## config.mk

```make
export PLATFORM = sky130hd
export DESIGN_NAME = adder_pipe
export DESIGN_NICKNAME = d
export VERILOG_FILES = /design/src/rtl/adder_pipe.sv
export SDC_FILE = /design/constraint.sdc
export NUM_CORES = 1
export LEC_CHECK = 0
export CAP_MARGIN = 10
export CELL_PAD_IN_SITES_DETAIL_PLACEMENT = 1
export CELL_PAD_IN_SITES_GLOBAL_PLACEMENT = 1
export CORE_AREA = 2 2 152 154
export DETAILED_ROUTE_END_ITERATION = 8
export DIE_AREA = 0 0 154 156
export PLACE_DENSITY = 0.75
export SYNTH_ARGS = -nofsm -noshare
export SYNTH_HDL_FRONTEND = slang
export SYNTH_SLANG_ARGS = --single-unit
```

## constraint.sdc

```tcl
create_clock -name clk -period 2.6 [get_ports clk]
set_input_delay 0.52 -clock clk [delete_from_list [all_inputs] [get_ports clk]]
set_output_delay 0.52 -clock clk [all_outputs]
set_load 0.005 [all_outputs]
```

## src/rtl/adder_pipe.sv

```systemverilog
// Pipelined add/sub/accumulate unit with valid/ready handshake and global stall.
// Optional build macro ADDER_SAT_EN: clamps ACC/SUB results and reports it on sat.
module adder_pipe #(
  parameter int DATA_WIDTH = 32,
  parameter int LATENCY    = 2
) (
  input  logic                  clk,
  input  logic                  rst_n,
  input  logic                  in_valid,
  output logic                  in_ready,
  input  logic [1:0]            op,
  input  logic [DATA_WIDTH-1:0] a,
  input  logic [DATA_WIDTH-1:0] b,
  output logic                  out_valid,
  input  logic                  out_ready,
  output logic [DATA_WIDTH:0]   y,
  output logic                  sat
);

  localparam int YW = DATA_WIDTH + 1;

  localparam logic [1:0] OP_ADD = 2'b00;
  localparam logic [1:0] OP_SUB = 2'b01;
  localparam logic [1:0] OP_ACC = 2'b10;
  localparam logic [1:0] OP_CLR = 2'b11;

  logic                advance;
  logic                accept;
  logic [YW-1:0]       acc_q;
  logic [YW-1:0]       acc_next;
  logic [YW-1:0]       res_p0;
  logic [LATENCY-1:0]  vld_p;
  logic [YW-1:0]       y_p [LATENCY];

`ifdef ADDER_SAT_EN
  logic                sat_p0;
  logic [LATENCY-1:0]  sat_p;

  function automatic logic [YW-1:0] sat_acc(input logic [YW:0] sum);
    return sum[YW] ? {YW{1'b1}} : sum[YW-1:0];
  endfunction

  function automatic logic [YW-1:0] sat_sub(input logic [DATA_WIDTH-1:0] x,
                                            input logic [DATA_WIDTH-1:0] z);
    return (x < z) ? '0 : ({1'b0, x} - {1'b0, z});
  endfunction
`endif

  // One global stall: everything moves only when the output slot is free or being taken.
  assign advance  = !out_valid || out_ready;
  assign in_ready = advance;
  assign accept   = in_valid && advance;

  // Stage 0: compute the result and the next accumulator from the accepted beat.
  always_comb begin
    acc_next = acc_q;
    res_p0   = '0;
`ifdef ADDER_SAT_EN
    sat_p0   = 1'b0;
`endif
    case (op)
      OP_ADD: res_p0 = {1'b0, a} + {1'b0, b};
`ifdef ADDER_SAT_EN
      OP_SUB: begin
        res_p0 = sat_sub(a, b);
        sat_p0 = (a < b);
      end
      OP_ACC: begin
        acc_next = sat_acc({1'b0, acc_q} + {2'b00, a});
        sat_p0   = ({1'b0, acc_q} + {2'b00, a}) > {1'b0, {YW{1'b1}}};
        res_p0   = acc_next;
      end
`else
      OP_SUB: res_p0 = {1'b0, a} - {1'b0, b};
      OP_ACC: begin
        acc_next = acc_q + {1'b0, a};
        res_p0   = acc_next;
      end
`endif
      OP_CLR: begin
        acc_next = '0;
        res_p0   = '0;
      end
      default: res_p0 = '0;
    endcase
  end

  // Stages 1..LATENCY: the accumulator commits at accept, results shift under the global stall.
  always_ff @(posedge clk or negedge rst_n) begin
    if (!rst_n) begin
      acc_q <= '0;
      vld_p <= '0;
      for (int i = 0; i < LATENCY; i++) y_p[i] <= '0;
`ifdef ADDER_SAT_EN
      sat_p <= '0;
`endif
    end else begin
      if (accept) acc_q <= acc_next;
      if (advance) begin
        vld_p[0] <= accept;
        y_p[0]   <= res_p0;
`ifdef ADDER_SAT_EN
        sat_p[0] <= sat_p0;
`endif
        for (int i = 1; i < LATENCY; i++) begin
          vld_p[i] <= vld_p[i-1];
          y_p[i]   <= y_p[i-1];
`ifdef ADDER_SAT_EN
          sat_p[i] <= sat_p[i-1];
`endif
        end
      end
    end
  end

  assign out_valid = vld_p[LATENCY-1];
  assign y         = y_p[LATENCY-1];
`ifdef ADDER_SAT_EN
  assign sat       = sat_p[LATENCY-1];
`else
  assign sat       = 1'b0;
`endif

endmodule
```

Yosys cells after proc, flatten, opt, wreduce, memory -nomap -nowiden
Index checks and enable logic that the tools add are counted.
Widths: inputs -> output; s select.
{"block": "word_totals", "ff_bits": 101, "in_bits": 70, "wordCells": 18, "out_inout_bits": 36}
{"block": "classes", "mux": 2, "reduce_logical": 6, "n_eq_ne": 3, "n_addsub": 3}
{"op": "$pmux 33 s4", "n": 1}
{"op": "$pmux 33 s2", "n": 1}
{"op": "$add 32x32->33", "n": 1}
{"op": "$add 33x32->33", "n": 1}
{"op": "$sub 32x32->33", "n": 1}
{"op": "$eq 2x2->1 const B", "n": 2}
{"op": "$eq 2x1->1 const B", "n": 1}
{"op": "$logic_not 2->1", "n": 1}
{"op": "$reduce_and 2->1", "n": 1}
{"op": "$reduce_bool 2->1", "n": 1}
{"op": "$logic_and 1x1->1", "n": 1}
{"op": "$logic_not 1->1", "n": 1}
{"op": "$logic_or 1x1->1", "n": 1}

Logic depth before layout (Yosys ltp)
Gate-level depths: netlist of the first run.
{"block": "depth", "ltp_word": 4, "ltp_mapped": 18, "depth_no_buf": 18}

Least setup slack after synthesis of the first run
No wires, ideal clock.
{"block": "synth_path", "path_kind": "input port to flip-flop", "start": "input b[7]", "end": "register y_p[64] (netlist bit)", "cell_stages": 17, "slack_ns": -1.520, "n_path_buf": 1, "setup_ns": 0.134, "t_arrival_ns": 3.986, "path_cell_list": "or4_4 > nor4_4 > nand2_2 > or2_4 > o41ai_4 > xnor2_1 > ha_1 > clkbuf_1 > a21oi_1 > o211ai_1 > a31oi_1 > nor2_1 > a221oi_4 > a211oi_1 > o2111a_1 > o41ai_1 > a21oi_1"}
{"block": "synth_between", "elab_chain_len": 2, "word_cells_on_any_way": 3}
{"item": "from (decl)", "line_no": "13", "text": "input logic [DATA_WIDTH-1:0] b,"}
{"item": "$sub 32x32->33 / $add 32x32->33 (equally long branches)", "line_no": "74, 62"}
{"item": "$pmux 33 s4 *", "line_no": "61", "text": "case (op)"}
{"item": "to (signal, indexed assignment)", "line_no": "107", "text": "y_p[i] <= y_p[i-1];"}
{"item": "to (decl)", "line_no": "33", "text": "logic [YW-1:0] y_p [LATENCY];"}
Mark *: on every way between the ends. The rest lies on a longest branch, timed or not.
A chain may end at the register's enable or synchronous reset.

Final worst setup path of the first run
{"block": "layout_path", "start": "input b[6]", "end": "register y_p[64] (netlist bit)"}
The elaborated chain is that of the path after synthesis.

==> impl_metrics.tcl, run 1 <==
set metrics [dict create \
    run_status "finished with violations" \
    violations "negative setup slack" \
    grt_pass1_vias 10900 \
    r2r_cells 10 \
    setup_violations 50 \
    synth-seq-cells 101 \
    setup_ws_ps -1740 \
    path_cells "buf_6, or4_4, nor4_4, nand2_2, or2_4, buf_4, buf_6, o21ai_2, xor2_1, ha_1, a21oi_1, o211ai_1, a31oi_1, nor2_2, a221oi_4, a211oi_2, o2111a_1, o41ai_2, a21oi_1" \
    antenna_left 0 \
    htree_levels 3 \
    dieArea_sq_mm 0.0240 \
    cts_buffer_depth 2 \
    min_period_ps 4340 \
    critical_path_arrival_ps 4590 \
    layout_commonest_cell "buf_4" \
    r2r_start "acc_q[23]" \
    viasPerCell 6.35 \
    place_hpwl_microns 24200 \
    cp_data_required_time_ps 2850 \
    tightest_slew_ps 625 \
    cts.clk_slew.worst_paths_ps 80 \
    port_buffers 104 \
    die_w_microns 154 \
    insertion_delay_ps 360 \
    path_buf_inv 3 \
    cp-end-kind "flop" \
    timing.critical_path.to "y_p[64]" \
    synth_area_per_cell_sq_um 8.00 \
    dp_slack_ps -2250 \
    yosysUniqueCellTypes 79 \
    ys_warn_count 0 \
    tns_ps -38610 \
    die_h_microns 156 \
    hold_path_class "in -> async" \
    fmax_mhz 230 \
    core-area_sq_mm 0.0224 \
    yosysSeqAreaShare 0.302 \
    skew_ps 16.2 \
    powerDensity_mw_per_mm2 906 \
    via_count 10900 \
    slowest_delay_ps 550 \
    r2r_end "y_p[63]" \
    syn_inst 1048 \
    wl_microns 49300 \
    fillers 2486 \
    path_delay_family "compound AO/OA/AOI/OAI gates" \
    cts_tree "done" \
    fin_util 0.629 \
    seq_area_sq_mm 0.00253 \
    routedWlPerCell_microns 28.8 \
    crit_cells 19 \
    rsz0062_at_grt "yes" \
    drive_gt1_frac 0.445 \
    layout_common_cells "buf_4 (275), nand2_1 (186), dfrtp_1 (100)" \
    grt_pass1_wl_microns 62100 \
    peakVddDrop_v 0.000434 \
    synth-edff-count 0 \
    initial_utilization 0.375 \
    antennaDiodeCount 0 \
    leakagePower_nw 6.37 \
    drc 0 \
    crit_type "in -> reg" \
    grt_usage 0.330 \
    r2r_slack_ps -570 \
    start_kind "input pin" \
    grt_antenna_before_repair 0 \
    multi_input_area_sq_mm 0.00709 \
    cts_buffers 9 \
    grt_max_degree 57 \
    maxCapViolations 0 \
    ios 106 \
    cts_hold_buf 0 \
    num_rows 55 \
    hold_viol 0 \
    cts_sinks 101 \
    slew_viol_final 0 \
    async_reset_ff_frac 1.00 \
    grt_remaining_overflow 0 \
    cp_slowest_cell "or4_4" \
    gp_congestion 0.900 \
    nets 1559 \
    worstPathMaxFanout 3 \
    synthToLayoutAreaGrowth_pct 67.9 \
    timing.final.crit_share 1.67 \
    drt_iter0_drc 1011 \
    startpoint "b[6]" \
    netlist_area_sq_mm 0.00838 \
    root_buffer "clkbuf_16" \
    relSlewSlack 0.580 \
    synth_top_flop_cell "dfrtp_1" \
    syn_nets 1185 \
    dr.pass1.iters 5 \
]
## layout make-up
class | count | share of cell area
clock buffers | 10 | 0.0163
flip-flops and latches | 101 | 0.180
multi-input cells | 848 | 0.504
well taps | 285 | 0.0253
inverters | 26 | 0.00773
clock inverters | 6 | 0.00400
repair buffers | 436 | 0.263
## state kept, by name, summed over array words and instances (netlist names)
name / flops
acc_q: 33
vld_p: 2
y: 33
y_p: 33
## report_power, final
group | internal (mW) | total [mW] | switching [mW]
Combinational | 4.02 | 8.73 | 4.70
Sequential | 2.12 | 2.62 | 0.502
Clock | 0.672 | 1.39 | 0.722
Total | 6.82 | 12.7 | 5.93
## timing repair
item	CTS	global route
setup endpoints to repair	55	52
cloned	0	0
pin swaps	159	134
resized for setup	329	162
buffers inserted	50	38
## cells in the mapped netlist (all sizes together), types with 4 or more instances
| master | n | area share |
|---|---|---|
| nor2 | 88 | 0.039 |
| a21oi | 81 | 0.049 |
| nand3 | 20 | 0.013 |
| o21a | 14 | 0.013 |
| a21boi | 5 | 0.0063 |
| ha | 65 | 0.097 |
| o41ai | 6 | 0.0085 |
| buf | 38 | 0.033 |
| nor3 | 21 | 0.013 |
| a31oi | 18 | 0.013 |
| a221oi | 4 | 0.0070 |
| o31ai | 11 | 0.0099 |
| nand4 | 7 | 0.0052 |
| a211oi | 12 | 0.011 |
| o21ai | 68 | 0.041 |
| nor4 | 4 | 0.0048 |
| a21o | 27 | 0.024 |
| mux2i | 5 | 0.0060 |
| or3 | 8 | 0.0060 |
| nand2 | 202 | 0.091 |
| clkbuf | 35 | 0.016 |
| nand2b | 12 | 0.0090 |
| inv | 26 | 0.012 |
| or2 | 5 | 0.0040 |
| and2 | 10 | 0.0075 |
| xnor2 | 48 | 0.050 |
| xor2 | 24 | 0.025 |
| and3 | 7 | 0.0052 |
| dfrtp | 101 | 0.30 |
| o21bai | 7 | 0.0063 |
| o211ai | 12 | 0.011 |
## stage by stage
step / instance area, sq um / cells / hold WS, ps / power [mW]
floorplan: 8520 / 1048 / 224 / 5.59
global placement: 11500 / 1631 / 448 / 7.86
detailed placement: 11500 / 1631 / 454 / 8.13
CTS: 13200 / 1688 / 71.3 / 10.6
global route: 14100 / 1712 / 77.9 / 13.1
finish: 14100 / 1712 / 61.4 / 12.7
## kinds of logic after synthesis
family / Yosys count / synth area share
buf+inv: 99 / 0.0600
xor+xnor: 72 / 0.0752
other cells: 1 / 0.000447
flops: 101 / 0.302
fa+ha+maj: 67 / 0.102
mux: 8 / 0.0100
compound gates: 302 / 0.240
simple gates: 398 / 0.211
## how the worst min path moves through the flow
stage                     slack (ps)  start  depth (start not counted)        end
after floorplan                  220  rst_n                          0   acc_q[0]
after global placement           450  rst_n                          1    y_p[64]
after detailed placement         450  rst_n                          1  acc_q[31]
after CTS                         70  rst_n                          1  acc_q[31]
after global routing              80  rst_n                          1    y_p[64]
final                             60  rst_n                          1    y_p[64]
## metal layers
metal	up-vias	wire length, microns	track usage
met5	-	0	0
met3	317	4520	0.0475
li1	4448	-	-
met1	5260	18600	0.420
met2	845	22500	0.553
met4	0	3670	0.156
Note: power is estimated with default switching activity, not from simulation.
==> run 2: changes to the inputs <==
--- a/config.mk
+++ b/config.mk
@@ -8,9 +8,9 @@
 export CAP_MARGIN = 10
 export CELL_PAD_IN_SITES_DETAIL_PLACEMENT = 1
 export CELL_PAD_IN_SITES_GLOBAL_PLACEMENT = 1
-export CORE_AREA = 2 2 152 154
+export CORE_AREA = 2 2 175 134
 export DETAILED_ROUTE_END_ITERATION = 8
-export DIE_AREA = 0 0 154 156
+export DIE_AREA = 0 0 177 136
 export PLACE_DENSITY = 0.75
 export SYNTH_ARGS = -nofsm -noshare
 export SYNTH_HDL_FRONTEND = slang
==> impl_metrics.tcl, run 2 (synthesized netlist as in run 1, its figures left out) <==
set metrics [dict create \
    run_status "finished with violations" \
    violations "negative setup slack" \
    grt_pass1_vias 11200 \
    drt_iter0_drc 1355 \
    drive_gt1_frac 0.454 \
    nets 1585 \
    path_buf_inv 4 \
    insertion_delay_ps 380 \
    cp-end-kind "flop" \
    fmax_mhz 217 \
    critical_path_arrival_ps 4920 \
    wl_met1_microns 19700 \
    grt_antenna_before_repair 0 \
    cts_buffer_depth 2 \
    relSlewSlack 0.394 \
    met3_length_microns 5860 \
    dieArea_sq_mm 0.0241 \
    via_count 11200 \
    root_buffer "clkbuf_16" \
    cp_common_cell "buf_6" \
    dr.max_layer_used "met4" \
    grt_max_degree 49 \
    gp_congestion 0.935 \
    peakVddDrop_v 0.000412 \
    tns_ps -42160 \
    grt_remaining_overflow 0 \
    cts_tree "done" \
    seq_area_sq_mm 0.00253 \
    worstPathMaxFanout 3 \
    die_w_microns 177 \
    setup_ws_ps -2000 \
    layout_common_cells "buf_4 (301), nand2_1 (186), dfrtp_1 (100)" \
    powerDensity_mw_per_mm2 921 \
    tightest_slew_ps 897 \
    cts_sinks 101 \
    antenna_left 0 \
    timing.final.crit_share 1.77 \
    rsz0062_at_grt "yes" \
    skew_ps 17.6 \
    cts.clk_slew.worst_paths_ps 90 \
    r2r_slack_ps -700 \
    crit_type "in -> reg" \
    port_buffers 104 \
    grt_usage 0.352 \
    wl_microns 53600 \
    leakagePower_nw 6.57 \
    die_h_microns 136 \
    start_kind "input pin" \
    path_cells "buf_6, or4_4, nor4_4, nand2_2, or2_4, buf_4, o21ai_2, xor2_1, ha_1, a21oi_1, o211ai_1, a31oi_1, nor2_2, a221oi_4, buf_6, a21oi_4, buf_6, xnor2_2, o221ai_1, o21a_1" \
    setup_violations 52 \
    drc 0 \
    met2_length_microns 23700 \
    cp_slowest_cell "or4_4" \
    min_period_ps 4600 \
    grt_pass1_wl_microns 64400 \
    slew_viol_final 0 \
    synthToLayoutAreaGrowth_pct 72.7 \
    num_rows 48 \
    fillers 2497 \
    hold_viol 0 \
    routedWlPerCell_microns 30.5 \
    viasPerCell 6.39 \
    slowest_delay_ps 560 \
    place_hpwl_microns 25700 \
    cts_hold_buf 0 \
    dp_slack_ps -2250 \
    core-area_sq_mm 0.0225 \
    htree_levels 3 \
    ios 106 \
    layout_commonest_cell "buf_4" \
    hold_path_class "in -> async" \
    path_delay_family "compound AO/OA/AOI/OAI gates" \
    dr.pass1.iters 5 \
    multi_input_area_sq_mm 0.00717 \
    initial_utilization 0.372 \
    cts_buffers 9 \
    maxCapViolations 0 \
    cp_data_required_time_ps 2920 \
]
==> run 2: path summary, 6_finish.rpt <==
path	start	end	depth (start not counted)
setup / recovery	b[6]	y_p[60]	20
hold / removal	rst_n	y[5]	1
setup reg to reg	acc_q[0]	y_p[57]	13
hold reg to reg	y[5]	y[5]	2
max in group asynchronous	rst_n	acc_q[30]	2
min in group clk	y[5]	y[5]	2
==> run 2: where the power goes <==
part,switching [mW],leakage (nW),internal (mW),total (mW)
Clock,0.705,0.157,0.858,1.56
Combinational,5.00,5.16,4.15,9.15
Sequential,0.497,1.25,2.12,2.62
==> run 2: layout make-up <==
cell class,count,share of cell area
clock inverter,6,0.00657
tap,300,0.0259
sequential,101,0.175
clock buffer,10,0.0158
antenna,1,0.000173
multi-input combinational,848,0.495
inverter,26,0.00700
timing repair buffer,462,0.274
==> run 2: repair_timing <==
| item | CTS | global route |
|---|---|---|
| gates resized for setup | 315 | 170 |
| endpoints found under the setup margin | 53 | 56 |
| endpoints found under the hold margin | 0 | 0 |
| setup buffers | 69 | 34 |
| pin swaps | 166 | 119 |
| gates cloned | 1 | 0 |
==> run 2: per-stage QoR <==
stage	utilization	instance area (sq um)	cells	power [mW]	hold WS (ps)
2_1_floorplan	-	8520	1048	5.59	224
3_3_place_gp	0.518	11700	1662	8.02	448
3_5_place_dp	0.518	11700	1662	8.26	458
4_1_cts	0.601	13500	1736	11.0	202
5_1_grt	0.643	14500	1753	13.6	214
6_report	0.643	14500	1754	13.3	172
==> run 2: routing by layer <==
metal,up-vias,GRT usage
li1,4496,-
met1,5387,0.441
met2,941,0.570
met3,385,0.0694
met4,0,0.196
met5,-,0
